$ cat config.mk
export PLATFORM = sky130hd
export DESIGN_NAME = axi_wr_responder
export DESIGN_NICKNAME = d
export VERILOG_FILES = /design/src/rtl/axi_wr_responder.sv
export SDC_FILE = /design/constraint.sdc
export NUM_CORES = 1
export LEC_CHECK = 0
export ABC_CLOCK_PERIOD_IN_PS = 9450
export CAP_MARGIN = 0
export CORE_ASPECT_RATIO = 0.9
export CORE_MARGIN = 5
export CORE_UTILIZATION = 35
export CTS_CLUSTER_SIZE = 12
export DETAILED_ROUTE_END_ITERATION = 16
export DONT_BUFFER_PORTS = 1
export PLACE_DENSITY = 0.53
export RECOVER_POWER = 25
export SLEW_MARGIN = 20
export SYNTH_ARGS = -nofsm -noshare
export SYNTH_HDL_FRONTEND = slang
export SYNTH_SLANG_ARGS = --single-unit
$ cat constraint.sdc
create_clock -name clk_i -period 9.45 [get_ports clk_i]
set_input_delay 1.4175 -clock clk_i [delete_from_list [all_inputs] [get_ports clk_i]]
set_output_delay 1.4175 -clock clk_i [all_outputs]
set_load 0.005 [all_outputs]
$ cat src/rtl/axi_wr_responder.sv
// AXI4 write-channel responder: terminates AW/W/B and issues one memory
// write request per strobed beat on a req/gnt port. One transaction at a time.
// Optional feature macro: AXI_WR_RESP_BURST_EN (multi-beat INCR bursts).
// Without it only single-beat writes reach memory; longer bursts are drained
// and answered with SLVERR.
//
// state | meaning
// IDLE  | waiting for AW, aw_ready_o high
// DATA  | waiting for a W beat, w_ready_o high
// MEM   | memory write request pending, mem_* held until grant
// RESP  | B response pending, b_* held until b_ready_i
module axi_wr_responder #(
    parameter int AxiIdWidth   = 4,
    parameter int AxiAddrWidth = 64,
    parameter int AxiDataWidth = 64
) (
    input  logic                      clk_i,
    input  logic                      rst_i,
    input  logic                      aw_valid_i,
    output logic                      aw_ready_o,
    input  logic [AxiIdWidth-1:0]     aw_id_i,
    input  logic [AxiAddrWidth-1:0]   aw_addr_i,
    input  logic [7:0]                aw_len_i,
    input  logic                      w_valid_i,
    output logic                      w_ready_o,
    input  logic [AxiDataWidth-1:0]   w_data_i,
    input  logic [AxiDataWidth/8-1:0] w_strb_i,
    input  logic                      w_last_i,
    output logic                      b_valid_o,
    input  logic                      b_ready_i,
    output logic [AxiIdWidth-1:0]     b_id_o,
    output logic [1:0]                b_resp_o,
    output logic                      mem_req_o,
    input  logic                      mem_gnt_i,
    output logic [AxiAddrWidth-1:0]   mem_addr_o,
    output logic [AxiDataWidth-1:0]   mem_wdata_o,
    output logic [AxiDataWidth/8-1:0] mem_be_o
);

    localparam int StrbWidth = AxiDataWidth / 8;
    localparam logic [AxiAddrWidth-1:0] BeatBytes = AxiAddrWidth'(StrbWidth);
    localparam logic [AxiAddrWidth-1:0] AddrMask  = ~(BeatBytes - 1'b1);

    typedef enum logic [1:0] {IDLE, DATA, MEM, RESP} state_t;

    state_t                   state_q;
    logic [AxiIdWidth-1:0]    id_q;
    logic [AxiAddrWidth-1:0]  addr_q;
    logic [AxiDataWidth-1:0]  wdata_q;
    logic [StrbWidth-1:0]     be_q;
    logic                     err_q;

`ifdef AXI_WR_RESP_BURST_EN
    logic [7:0] len_q;
    logic [7:0] cnt_q;
    logic       beat_last;

    assign beat_last = (cnt_q == len_q);
`else
    // Set when the burst is longer than one beat: beats are drained, not written.
    logic       multi_q;
`endif

    // Transaction FSM with all datapath latches.
    always_ff @(posedge clk_i or posedge rst_i) begin
        if (rst_i) begin
            state_q <= IDLE;
            id_q    <= '0;
            addr_q  <= '0;
            wdata_q <= '0;
            be_q    <= '0;
            err_q   <= 1'b0;
`ifdef AXI_WR_RESP_BURST_EN
            len_q   <= '0;
            cnt_q   <= '0;
`else
            multi_q <= 1'b0;
`endif
        end else begin
            case (state_q)
                IDLE: begin
                    if (aw_valid_i) begin
                        id_q    <= aw_id_i;
                        addr_q  <= aw_addr_i & AddrMask;
`ifdef AXI_WR_RESP_BURST_EN
                        len_q   <= aw_len_i;
                        cnt_q   <= '0;
                        err_q   <= 1'b0;
`else
                        multi_q <= (aw_len_i != '0);
                        err_q   <= (aw_len_i != '0);
`endif
                        state_q <= DATA;
                    end
                end
                DATA: begin
                    if (w_valid_i) begin
                        wdata_q <= w_data_i;
                        be_q    <= w_strb_i;
`ifdef AXI_WR_RESP_BURST_EN
                        // w_last_i only flags errors; the beat count comes from aw_len_i.
                        if (w_last_i != beat_last) begin
                            err_q <= 1'b1;
                        end
                        if (w_strb_i != '0) begin
                            state_q <= MEM;
                        end else if (beat_last) begin
                            state_q <= RESP;
                        end else begin
                            cnt_q  <= cnt_q + 8'd1;
                            addr_q <= addr_q + BeatBytes;
                        end
`else
                        if (multi_q) begin
                            if (w_last_i) begin
                                state_q <= RESP;
                            end
                        end else begin
                            if (!w_last_i) begin
                                err_q <= 1'b1;
                            end
                            state_q <= (w_strb_i != '0) ? MEM : RESP;
                        end
`endif
                    end
                end
                MEM: begin
                    if (mem_gnt_i) begin
`ifdef AXI_WR_RESP_BURST_EN
                        if (beat_last) begin
                            state_q <= RESP;
                        end else begin
                            cnt_q   <= cnt_q + 8'd1;
                            addr_q  <= addr_q + BeatBytes;
                            state_q <= DATA;
                        end
`else
                        state_q <= RESP;
`endif
                    end
                end
                RESP: begin
                    if (b_ready_i) begin
                        state_q <= IDLE;
                    end
                end
                default: state_q <= IDLE;
            endcase
        end
    end

    assign aw_ready_o  = (state_q == IDLE);
    assign w_ready_o   = (state_q == DATA);
    assign mem_req_o   = (state_q == MEM);
    assign b_valid_o   = (state_q == RESP);
    assign b_id_o      = id_q;
    assign b_resp_o    = {err_q, 1'b0};
    assign mem_addr_o  = addr_q;
    assign mem_wdata_o = wdata_q;
    assign mem_be_o    = be_q;

endmodule

==> results.toml <==
[routing]
ant_nets = 0
detail_route.iter0.violations = 68
avgRoutedWirePerCell_um = 22.7
vias = 2762
drtPass1Iterations = 4
drc_errors = 0
wirelength_um = 12500
vias_per_cell = 4.99

[sta]
finalWorstSetupSlack_ns = 5.82
rsz0062_at_grt = "false"
hold_viol = 0
min_period_ns = 3.63
slew_headroom = -0.884
clock_skew_ns = 0.00385
fmax_ghz = 0.275
setup-violations-final = 0
post-route-period-util = 0.384
slew_violations = 66
setup_tns_ns = 0
tightest_slew_ns = 2.81

[cts]
cts_resized = 0
clock_latency_ns = 0.40
clockRootBuffer = "clkbuf_16"
post_cts_buffers = 0
hold_buffers = 0
clock_path_buffers = 2
cts.sinks = 141
numCtsBuffers = 17
cts.clk_slew.worst_paths_ns = 0.05
cts_max_level = 4
cts_tree = "done"

[worst_setup_path]
rr_endpoint = "mem_addr_o[33]$_DFFE_PP0P_"
critical-path-slowest-cell = "clkinvlp_2"
worst-path-buf-inv = 2
critPathKind = "in -> async"
cp_data_arrival_time_ns = 4.03
reg2regPathDepth = 5
r2r_setup_slack_ns = 6.54
critPathRequiredTime_ns = 9.85
cp_max_fo = 77
path_cells = "clkinvlp_2, buf_4"
r2r_start = "state_q[0]$_DFFE_PP0P_"
cp_top_family = "buffers and inverters"
critPathMaxStageDelay_ns = 1.55
cp-end-kind = "async pin"
start_kind = "primary input"

[final_layout]
n_antenna_cell = 0
area_delta_synth_final_pct = 13.8
utilization = 0.403
design_area_um2 = 6180
nNetsFinal = 500
drive_above_1_share = 0.493
final_cell_mix = "dfrtp_1 (141), mux2_2 (138), clkbuf_16 (17), inv_1 (5), ha_1 (5)"
final_common_cell = "dfrtp_1"

[hold_path]
hold_depth = 2
worstHoldPathType = "reg -> reg"
hold_end = "multi_q$_DFFE_PP0P_"
hold_start = "multi_q$_DFFE_PP0P_"

[status]
run_status = "finished, violations left"
violations = "capacitance limit, slew limit"

[placement]
place.gp.congestion = 0.718
dp_slack_ns = 6.38
placed_area_um2 = 5620
portBuffers = 0
dp_hpwl_um = 9560

[synth]
synth_area_per_cell_um2 = 16.3
yosysSeqAreaShare = 0.650
synth.distinct_cells = 22
synthesis.area_um2 = 5430
yosysWarnings = 0
synth-seq-cells = 141
netlist_instances = 334

[die]
start_util = 0.354
die_area_um2 = 18100
rows = 43
coreArea_um2 = 15300
die_w_um = 141
dieHeight_um = 128
pin_count = 301

[flow_run]
max_cap_violations = 1

[global_route]
antenna_found_initial = 0
grt_max_degree = 78
grt_pass1_wl_um = 18100
grt_use_total = 0.134
overflow = 0
grt_pass1_vias = 2988

[pwr]
leakagePower_uw = 0.00266
power_per_cell_area_nw_per_um2 = 377
irDropWorstVdd_mv = 0.202
## sequential cells by signal (all words and copies together), names as in the netlist
signal / flops
state_q: 2
mem_be_o: 8
err_q: 1
mem_wdata_o: 64
mem_addr_o: 61
b_id_o: 4
multi_q: 1
## where the power goes
part | leakage, uW | internal [uW] | switching (uW)
clock network | 0.000274 | 391 | 243
registers | 0.00166 | 919 | 264
logic | 0.000721 | 322 | 189
total | 0.00266 | 1630 | 696
## layout make-up
class,instances,area (um2)
fill,1447,9160
sequential,141,3530
multi-input combinational,171,1780
clock buffer,19,443
tap,202,253
clock inverter,11,121
inverter,6,23.8
timing repair buffer,3,22.5
## how the worst max path moves through the flow
stage / from / to / slack, ns / depth (start not counted)
3_5_place_dp: aw_valid_i / b_id_o[2]$_DFFE_PP0P_ / 6.38 / 3
3_3_place_gp: aw_valid_i / mem_addr_o[62]$_DFFE_PP0P_ / 6.44 / 3
5_1_grt: rst_i / mem_addr_o[11]$_DFFE_PP0P_ / 5.19 / 2
6_report: rst_i / mem_addr_o[11]$_DFFE_PP0P_ / 5.82 / 2
4_1_cts: state_q[1]$_DFFE_PP0P_ / w_ready_o / 6.64 / 2
2_1_floorplan: rst_i / b_id_o[0]$_DFFE_PP0P_ / 4.25 / 1
## logic make-up after synthesis
group / after synthesis / synth area share
multiplexers: 138 / 0.286
buffers and inverters: 25 / 0.0240
flip-flops: 141 / 0.650
other: 1 / 0.000691
AND/OR/NAND/NOR: 13 / 0.0129
adder cells (fa/ha/maj): 5 / 0.0115
AO/OA/AOI/OAI: 11 / 0.0148
## per-layer routing
layer / vias up / routed length [um] / global-route usage
met3: 11 / 1690 / 0.0750
met4: 0 / 143 / 0.0479
met1: 1382 / 4280 / 0.139
li1: 1177 / - / -
met2: 192 / 6440 / 0.227
met5: - / 0 / 0
## synth_stat cells
| cell type | number | share of area |
|---|---|---|
| o21ai_1 | 1 | 0.00092 |
| a21oi_1 | 1 | 0.00092 |
| buf_2 | 14 | 0.013 |
| or4_1 | 3 | 0.0041 |
| mux2_2 | 138 | 0.29 |
| a2111oi_0 | 1 | 0.0016 |
| nand2b_1 | 1 | 0.0012 |
| conb_1 | 1 | 0.00069 |
| a2bb2oi_1 | 1 | 0.0016 |
| o21ai_0 | 2 | 0.0018 |
| o22a_1 | 1 | 0.0016 |
| a211oi_1 | 1 | 0.0014 |
| o221ai_1 | 1 | 0.0016 |
| ha_1 | 5 | 0.012 |
| nand2_1 | 5 | 0.0035 |
| dfrtp_1 | 141 | 0.65 |
| a21boi_0 | 1 | 0.0014 |
| o32a_1 | 1 | 0.0018 |
| or4_4 | 1 | 0.0021 |
| nor2_1 | 3 | 0.0021 |
| buf_4 | 5 | 0.0069 |
| inv_1 | 6 | 0.0041 |
## stage by stage
stage                     instances  power, uW  hold WS, ns
after floorplan                 337       1550        0.472
after global placement          523       1700        0.506
after detailed placement        523       1730        0.496
after CTS                       553       2380        0.509
after global routing            553       2470        0.524
final                           553       2330        0.503
(Power assumes the default switching activity.)
